### config.mk
export PLATFORM = sky130hd
export DESIGN_NAME = sh_extbus_bridge
export DESIGN_NICKNAME = d
export VERILOG_FILES = /design/src/rtl/sh_extbus_bridge.sv
export SDC_FILE = /design/constraint.sdc
export NUM_CORES = 1
export LEC_CHECK = 0
export ABC_AREA = 1
export CORE_MARGIN = 2
export CORE_UTILIZATION = 30
export DETAILED_ROUTE_END_ITERATION = 16
export SKIP_LAST_GASP = 1
export SYNTH_ARGS = -nofsm -noshare
export SYNTH_HDL_FRONTEND = slang
export SYNTH_SLANG_ARGS = --single-unit
### constraint.sdc
create_clock -name CLK -period 7.4 [get_ports CLK]
set_clock_uncertainty 0.15 [all_clocks]
set_input_delay 1.11 -clock CLK [delete_from_list [all_inputs] [get_ports CLK]]
set_output_delay 1.11 -clock CLK [all_outputs]
set_load 0.01 [all_outputs]
### src/rtl/sh_extbus_bridge.sv
// SH7604 external-bus to request/acknowledge memory port bridge.
// Bus-side state advances on CE_R; the memory handshake is sampled on every CLK.
module sh_extbus_bridge #(
  parameter logic [3:0]  AREA_EN  = 4'b1111,
  parameter int unsigned MIN_WAIT = 0,
  parameter int unsigned TIMEOUT  = 255
) (
  input  logic        CLK,
  input  logic        RST,
  input  logic        CE_R,
  input  logic [26:0] A,
  input  logic [31:0] DO,
  output logic [31:0] DI,
  input  logic        BS_N,
  input  logic        CS0_N,
  input  logic        CS1_N,
  input  logic        CS2_N,
  input  logic        CS3_N,
  input  logic        RD_WR_N,
  input  logic        RD_N,
  input  logic [3:0]  WE_N,
  output logic        WAIT_N,
  output logic [26:0] MEM_A,
  output logic [31:0] MEM_DO,
  output logic [3:0]  MEM_BE,
  output logic        MEM_WR,
  output logic [1:0]  MEM_AREA,
  output logic        MEM_REQ,
  input  logic [31:0] MEM_DI,
  input  logic        MEM_ACK,
  output logic        BUS_ERR
);

  typedef enum logic [2:0] {S_IDLE, S_REQ, S_HOLD, S_DONE, S_END} state_t;

  typedef struct packed {
    logic [26:0] addr;
    logic [31:0] data;
    logic [3:0]  be;
    logic        wr;
    logic [1:0]  area;
  } req_t;

  state_t      state, state_nx;
  req_t        req_q;
  logic [7:0]  cnt;
  logic        ack_seen;
  logic        mem_req_q;
  logic [31:0] di_q;
  logic        bus_err_q;

  logic [3:0]  sel;
  logic [1:0]  area_enc;
  logic        start, cap, ack_hit, ack_now, min_met, tmo, tmo_fire, bus_rel;

  assign sel      = ~{CS3_N, CS2_N, CS1_N, CS0_N} & AREA_EN;
  assign start    = (state == S_IDLE) & ~BS_N & (|sel);
  assign cap      = CE_R & start;
  // Only an ACK against an outstanding request counts; stray or late ACKs fall out here.
  assign ack_hit  = mem_req_q & MEM_ACK;
  assign ack_now  = ack_seen | ack_hit;
  assign min_met  = cnt >= 8'(MIN_WAIT);
  assign tmo      = cnt == 8'(TIMEOUT);
  assign tmo_fire = CE_R & (state == S_REQ) & ~ack_now & tmo;
  assign bus_rel  = ~(|sel) | (RD_N & (&WE_N));

  always_comb begin
    area_enc = 2'd0;
    if (sel[0])      area_enc = 2'd0;
    else if (sel[1]) area_enc = 2'd1;
    else if (sel[2]) area_enc = 2'd2;
    else if (sel[3]) area_enc = 2'd3;
  end

  always_ff @(posedge CLK or posedge RST) begin
    if (RST) state <= S_IDLE;
    else     state <= state_nx;
  end

  always_comb begin
    state_nx = state;
    case (state)
      S_IDLE: if (cap) state_nx = S_REQ;
      S_REQ: begin
        if (CE_R) begin
          if (ack_now)  state_nx = min_met ? S_DONE : S_HOLD;
          else if (tmo) state_nx = S_DONE;
        end
      end
      S_HOLD: if (CE_R && min_met) state_nx = S_DONE;
      S_DONE: if (CE_R) state_nx = S_END;
      S_END:  if (CE_R && bus_rel) state_nx = S_IDLE;
      default: state_nx = S_IDLE;
    endcase
  end

  always_ff @(posedge CLK or posedge RST) begin
    if (RST) begin
      req_q     <= '0;
      cnt       <= '0;
      ack_seen  <= 1'b0;
      mem_req_q <= 1'b0;
      di_q      <= '0;
      bus_err_q <= 1'b0;
    end else begin
      if (cap) begin
        req_q.addr <= A & 27'h7FF_FFFC;
        req_q.data <= DO;
        req_q.wr   <= ~RD_WR_N;
        req_q.be   <= RD_WR_N ? 4'hF : ~WE_N;
        req_q.area <= area_enc;
        cnt        <= '0;
        mem_req_q  <= 1'b1;
      end else if (CE_R && (state == S_REQ || state == S_HOLD) && cnt != 8'hFF) begin
        cnt <= cnt + 8'd1;
      end
      if (ack_hit) begin
        ack_seen  <= 1'b1;
        mem_req_q <= 1'b0;
        if (!req_q.wr) di_q <= MEM_DI;
      end
      if (tmo_fire) begin
        mem_req_q <= 1'b0;
        if (!req_q.wr) di_q <= '1;
      end
      // Error strobe spans exactly the CE_R period following the timeout.
      if (CE_R) bus_err_q <= tmo_fire;
      if (CE_R && state == S_DONE) ack_seen <= 1'b0;
    end
  end

  assign WAIT_N   = ~(start | (state == S_REQ) | (state == S_HOLD));
  assign DI       = di_q;
  assign MEM_A    = req_q.addr;
  assign MEM_DO   = req_q.data;
  assign MEM_BE   = req_q.be;
  assign MEM_WR   = req_q.wr;
  assign MEM_AREA = req_q.area;
  assign MEM_REQ  = mem_req_q;
  assign BUS_ERR  = bus_err_q;

endmodule

# Word level (Yosys, flattened, before mapping)
# Index checks and enable logic that the tools add are counted.
op_classes:
  n_bitwise: 19
  addsub: 1
  reduce_logical: 13
  n_lt_le_gt_ge: 1
  mux: 25
  n_eq_ne: 12
ops:
  columns: ["operator", "n"]
  rows:
  - ["32-bit two-way mux", 4]
  - ["3-bit two-way mux", 7]
  - ["8-bit two-way mux", 2]
  - ["3-bit one-hot mux with 5 select lines", 1]
  - ["2-bit inequality test, second input constant", 5]
  - ["8-bit by 1-bit adder with 8-bit output, second input constant", 1]
  - ["1-bit AND", 8]
  - ["8-bit equality test, second input constant", 1]
  - ["8-bit by 1-bit >= comparator with 1-bit output, second input constant", 1]
  - ["2-bit two-way mux", 4]
  - ["8-bit inequality test, second input constant", 1]
  - ["4-bit NOT", 2]
  - ["3-bit by 2-bit equality test with 1-bit output, second input constant", 2]
  - ["1-bit two-way mux", 6]
  - ["6-bit AND reduction", 1]
  - ["1-bit logical AND", 5]
  - ["1-bit NOT", 5]
  - ["4-bit two-way mux", 1]
  - ["1-bit bitwise OR", 4]
  - ["4-bit AND reduction", 1]
  - ["2-bit nonzero test", 2]
  - ["4-bit OR reduction", 1]
  - ["3-bit by 1-bit equality test with 1-bit output, second input constant", 1]
  - ["3-bit equality test, second input constant", 1]
  - ["4 further kinds", 4]
word_totals:
  register_bits: 110
  out_inout_bits: 101
  elab_cells: 82

# Longest topological paths before layout
# Gate-level depths: netlist of the first run.
depth:
  word_depth: 7
  mapped_depth: 9
  depth_no_buf: 9

# Worst setup path after synthesis of the first run
# OpenSTA, ideal clock, no wires.
synth_path:
  path_kind: "input-to-output"
  from: "input port CS2_N"
  to: "output port WAIT_N"
  path_buffers: 0
  required_ps: 6140
  arrival_ps: 1514
  path_slack_ps: 4626
  stages: 4
  path_cell_list: "nand2_1 nor2_1 nor2_2 nor2_1"
synth_between:
  elab_chain_len: 6
synth_rtl:
  columns: ["element", "line_no", "source"]
  rows:
  - ["start, declared", "17", "input logic CS2_N,"]
  - ["4-bit NOT", "56", "assign sel = ~{CS3_N, CS2_N, CS1_N, CS0_N} & AREA_EN;"]
  - ["4-bit OR reduction", "57", "assign start = (state == S_IDLE) & ~BS_N & (|sel);"]
  - ["1-bit AND", "57", null]
  - ["1-bit bitwise OR (2 in a row)", "132", "assign WAIT_N = ~(start | (state == S_REQ) | (state == S_HOLD));"]
  - ["1-bit NOT", "132", null]
  - ["end, declared", "22", "output logic WAIT_N,"]
# Every way passes these cells.

# Final worst setup path of the first run
layout_path:
  from: "input port CS0_N"
  to: "output port WAIT_N"
layout_between:
  elab_chain_len: 6
layout_rtl:
  columns: ["element", "line_no", "source"]
  rows:
  - ["start, declared", "15", "input logic CS0_N,"]
  - ["4-bit NOT", "56", null]
  - ["4-bit OR reduction", "57", null]
  - ["1-bit AND", "57", null]
  - ["1-bit bitwise OR (2 in a row)", "132", null]
  - ["1-bit NOT", "132", null]
# Every way passes these cells.

==> metrics.txt, run 1 <==
Die Ht=127.8 um; leakage=roughly 0.0034 uW; post-CTS sizing=0; Worst-path clk slew=0.07 ns; synth warn=0; count of cell types in the netlist=23; Worst Setup Path Type=in -> out; diodes inserted=0; Slowest cell on crit path=clkdlybuf4s50_1; Worst setup startpoint=CS0_N; min-delay worst type=reg -> reg; Max Root-Sink Buffers=2; Die W=127.8 um; Seq. cell area=2753 um2; DP Wirelength=8.682 mm; setup TNS=0 ns; row cnt=between 40 and 50; CTS Hold Buffers Added=0; status=complete, no violations; synthesized area per cell=8.597 um2; post-synth top area share=0.5985; Post-Place Setup Slack=3.579 ns; core box area=between 15000 and 20000 um2; drt total wl=12.51 mm; area of the multi-input gates=~1600 um2; share of cells above drive strength 1=0.04788; RD Place Congestion=0.7561; Synth Register Bits=110; CTS Buf Count=9; Reg-to-Reg Start=cnt[0]; final setup margin=~3.6 ns; DR DRC count=0; area leader, netlist=dfrtp_1; post-synthesis sequential area ratio=0.5985; critical path startpoint category=input port; synth top area cells=dfrtp_1 (60%), nand2_1 (22%), nand3_1 (4.0%); Hold Path Origin=MEM_A[18]; vias per cell=roughly 4.5; slowest stage delay, CP=0.54 ns; unrepaired setup endpoints after global routing=no; Max-cap violations=0; initial antenna violation count=0; die area=16340 um2; pwr/cell area=383.3 nW/um2; Util after Layout=0.4632; CTS tree=built; Setup violations, final=0; Clock Latency Late Sink=between 0.3 and 0.4 ns; Crit Path Max Fanout=3; transition time at the pin with the least slew margin=1.225 ns; Period Utilization, post-route=0.5169; Top-Level Pins=approximately 210; crit path cell chain=clkdlybuf4s50_1 -> nand2_1 -> nor2_1 -> nor2_2 -> nor2_1 -> clkdlybuf4s50_1; vias in the first global route=4190; min Tclk post-route=3.825 ns; fmax=0.2614 GHz; Area growth, synth to finish=51.96%; number of post-CTS setup repair buffers=0; DRT antenna net count=0; grt ovf=0; Peak VDD IR=0.1556 mV; worst path arrival time=2.57 ns; Hold Vio Cnt, Final=0; cells after synthesis=535; initial DRC count=170; fillcell total=1463; largest net degree at the start of global routing=78; register-to-register setup slack=4.98 ns; first-pass GRT wire length=20.57 mm; DR WL/cell=roughly 14 um; via count=a little over 4000; clock sinks=110; Pre-antenna DRT Iters=6; Final Max Tran Viols=0; GRT Resource Usage Total=0.1572; starting density of the core=0.3048; Clock Tree Root=clkbuf_16; H-tree levels=3; # port buffers=202; synthesized area=roughly 4600 um2; Worst Path Required=~6 ns; CP endpoint kind=output port; Slew HR=0.1833; Layout Nets=roughly 830
## layout by cell type, fill, tap and decap left out, types with 3 or more instances in the layout
master / n
a21oi_1: 6
buf_4: 3
clkbuf_16: 9
clkdlybuf4s50_1: 202
clkinv_2: 4
dfrtp_1: 110
inv_1: 21
nand2_1: 271
nand3_1: 37
nand3_2: 8
nand4_1: 4
nor2_1: 20
nor2_2: 4
nor3_1: 5
o21ai_0: 8
o21ai_1: 5
## report_power, final
group          internal (uW)  leakage (uW)  total, uW  switching (uW)
Sequential               873       0.00137       1040             162
Combinational            634       0.00186       1170             537
Clock                    261      0.000143        472             212
Total                   1770       0.00337       2680             911
## state kept, by name (all words and copies together), names as in the netlist, named ones only
signal / count
BUS_ERR: 1
DI: 22
MEM_A: 25
MEM_AREA: 2
MEM_BE: 4
MEM_DO: 32
MEM_REQ: 1
MEM_WR: 1
ack_seen: 1
cnt: 8
state: 3
## per-layer routing
metal	track usage	wire, um	vias to the layer above
met5	0	0	-
li1	-	-	2030
met1	0.1944	5467	1917
met3	0.06511	1046	10
met2	0.2589	5843	150
met4	0.03426	151	0
## synthesized netlist by cell type
cell      number
conb_1         1
ha_1           1
a21oi_1        6
nand4_1        4
o21ai_0        8
nor2_1        21
inv_2          2
clkbuf_1       6
or2_2          1
nand2_1      272
nor2_2         3
inv_1         22
nor3_1         5
buf_2          6
buf_4          7
or2_1          1
buf_6          7
nand3_1       37
nand2_2        1
xor2_1         1
nand3_2        8
o21ai_1        5
dfrtp_1      110
## cells by family after synthesis
kind of cell | count (synthesis) | synth area share
and+or+nand+nor | 353 | 0.3158
DFF | 110 | 0.5985
buffers and inverters | 50 | 0.05958
AOI/OAI and AO/OA | 19 | 0.02067
xor gates and xnor gates | 1 | 0.001905
adders and majority gates | 1 | 0.002720
other | 1 | 0.0008153
## worst max-delay path, delay by kind of cell
kind,cells,cell delay (ns)
buffers and inverters,2,1.05
and+or+nand+nor,4,0.41
## area by class of cell
| cell class | count | share of cell area |
|---|---|---|
| Clock buffer | 11 | 0.03330 |
| Multi-Input combinational cell | 376 | 0.2263 |
| Clock inverter | 5 | 0.007161 |
| Tap cell | 188 | 0.03366 |
| Sequential cell | 110 | 0.3938 |
| Timing Repair Buffer | 205 | 0.2925 |
| Inverter | 24 | 0.01325 |
## worst paths after layout
check                       endpoint  cells after the start
max                           WAIT_N                      6
min                        MEM_A[18]                      2
max reg2reg                   DI[17]                      6
min reg2reg                MEM_A[18]                      2
max in group asynchronous  MEM_A[19]                      3
min in group asynchronous  MEM_DO[9]                      2
## per-stage QoR
stage                     hold WS (ns)  cell area, um2  instances  total power (uW)
final                           0.3317            6989        919              2679
after global routing            0.3560            6989        919              2886
after CTS                       0.3380            6989        919              2718
after detailed placement        0.3142            6706        903              2226
after global placement          0.3125            6706        903              2195
after floorplan                 0.3525            4603        536              1558
Power figures use the tool's default switching activity.
==> run 2, diff against run 1 <==
==> constraint.sdc (replaced) <==
create_clock -name CLK -period 3.5 [get_ports CLK]
set_clock_uncertainty 0.15 [all_clocks]
set_input_delay 0.525 -clock CLK [delete_from_list [all_inputs] [get_ports CLK]]
set_output_delay 0.525 -clock CLK [all_outputs]
set_load 0.01 [all_outputs]
==> metrics.txt, run 2 (synthesis gave the netlist of run 1 again) <==
row cnt=45 (unchanged); commonest cells after routing, fill and taps aside=nand2_1 (271), clkdlybuf4s50_1 (202), dfrtp_1 (110) (unchanged); DP Wirelength=8.417 mm (was 8.682 mm); post-CTS sizing=0 (unchanged); first-pass GRT wire length=20.53 mm (was 20.57 mm); setup TNS=0 ns (unchanged); fillcell total=1434 (was 1463); Worst-path clk slew=0.07 ns (about the same); dpl cells=905 (was 903); Final Max Tran Viols=0 (unchanged); Area growth, synth to finish=53.78% (was 51.96%); worst path arrival time=1.98 ns (was 2.57 ns); CP endpoint kind=output port (unchanged); CTS tree=built (unchanged); CTS Buf Count=9 (unchanged); Setup violations, final=0 (unchanged); # port buffers=202 (unchanged); grt ovf=0 (unchanged); die area=16340 um2 (unchanged); Die Ht=127.8 um (unchanged); H-tree levels=3 (unchanged); Slew HR=0.3079 (was 0.1833); Layout Nets=835 (was 833); min Tclk post-route=2.656 ns; via count=4104 (was 4107); R2R Path End=cnt[2] (was DI[17]); Clock Tree Root=clkbuf_16 (unchanged); number of post-CTS setup repair buffers=0 (unchanged); initial antenna violation count=0 (unchanged); status=complete, no violations (unchanged); Hold Vio Cnt, Final=0 (unchanged); GRT Resource Usage Total=0.1561 (was 0.1572); clock sinks=110 (unchanged); initial DRC count=199 (was 170); starting density of the core=0.3048 (unchanged); hold path depth=2 (unchanged); non-filler cells, final=920 (was 919); Top-Level Pins=207 (unchanged); Max-cap violations=0 (unchanged); fmax=0.3764 GHz; Max Root-Sink Buffers=2 (unchanged); critical path startpoint category=input port (unchanged); DR DRC count=0 (unchanged); share of cells above drive strength 1=0.05055 (was 0.04788); Die W=127.8 um (unchanged); transition time at the pin with the least slew margin=1.037 ns (was 1.225 ns); Hold Path Origin=MEM_A[12] (was MEM_A[18]); most common cell after layout, fill and taps aside=nand2_1 (unchanged); DRT antenna net count=0 (unchanged); max reg flops=32 (unchanged); Pre-antenna DRT Iters=4 (was 6); diodes inserted=0 (unchanged); DR WL/cell=13.40 um (was 13.61 um); vias in the first global route=4153 (was 4190); hold endpoint=MEM_A[12] (was MEM_A[18]); leakage=0.003405 uW (was 0.003373 uW); vias per cell=4.461 (was 4.469); Peak VDD IR=0.3413 mV (was 0.1556 mV); core box area=15090 um2 (unchanged); Period Utilization, post-route=0.7590; worst reg2reg path depth=9 (was 6); register-to-register setup slack=1.24 ns (was 4.98 ns); Clock Latency Late Sink=0.35 ns (about the same); Reg-to-Reg Start=state[0] (was cnt[0]); Crit Path Max Fanout=3 (unchanged); pwr/cell area=823.3 nW/um2 (was 383.3 nW/um2); CTS Hold Buffers Added=0 (unchanged); drt total wl=12.33 mm (was 12.51 mm); min-delay worst type=reg -> reg (unchanged); Worst Setup Path Type=in -> out (unchanged); largest net degree at the start of global routing=75 (was 78); unrepaired setup endpoints after global routing=no (unchanged); RD Place Congestion=0.7751 (was 0.7561); Worst Path Required=2.82 ns (was 6.14 ns)
==> run 2: per-layer routing <==
metal | track usage | part of all wire | wire length [um]
met3 | 0.05634 | 0.085 | 1054
met2 | 0.2494 | 0.45 | 5555
met4 | 0.05107 | 0.018 | 223
met5 | 0 | 0 | 0
met1 | 0.1977 | 0.45 | 5496
==> run 2: worst max-delay path, cell delays in order <==
cell and delay (ns):
clkdlybuf4s50_1 0.50, nand2_1 0.06, nor2_1 0.18, nor2_2 0.08, nor2_1 0.10, clkdlybuf4s50_1 0.54
==> run 2: worst max path at each step <==
stage / startpoint / end / cells past startpoint
after CTS: CS1_N / WAIT_N / 6
after global placement: CS0_N / cnt[2] / 10
after detailed placement: CS1_N / cnt[7] / 10
after global routing: CS0_N / cnt[2] / 10
after floorplan: RST / BUS_ERR / 1
final: CS1_N / WAIT_N / 6
==> run 2: area by class of cell <==
cell class | instances | area [um2] | area share
timing repair buffer | 207 | 2072 | 0.2929
inverter | 24 | 93.84 | 0.01327
multi-input combinational | 376 | 1582 | 0.2236
tap | 188 | 235.2 | 0.03326
sequential | 110 | 2753 | 0.3892
clock inverter | 4 | 95.09 | 0.01344
clock buffer | 11 | 242.7 | 0.03432
==> run 2: metrics by stage <==
| stage | power [uW] | cell area (um2) | hold slack, ns | worst slack, ns | utilization |
|---|---|---|---|---|---|
| 6_report | 5823 | 7073 | 0.3281 | 0.8435 | 0.4687 |
| 2_1_floorplan | 3295 | 4607 | 0.3525 | 1.496 | - |
| 3_5_place_dp | 4695 | 6735 | 0.3137 | 0.6233 | 0.4464 |
| 5_1_grt | 6267 | 7073 | 0.3532 | 0.7252 | 0.4687 |
| 4_1_cts | 5917 | 7073 | 0.3327 | 0.8404 | 0.4687 |
| 3_3_place_gp | 4641 | 6735 | 0.3118 | 0.6566 | 0.4464 |
==> run 2: power breakdown <==
group          internal, uW  switching, uW  leakage (uW)  total, uW
registers              1840            335       0.00137       2180
logic                  1340           1130       0.00187       2470
clock network           715            455      0.000166       1170
total                  3900           1920       0.00340       5820
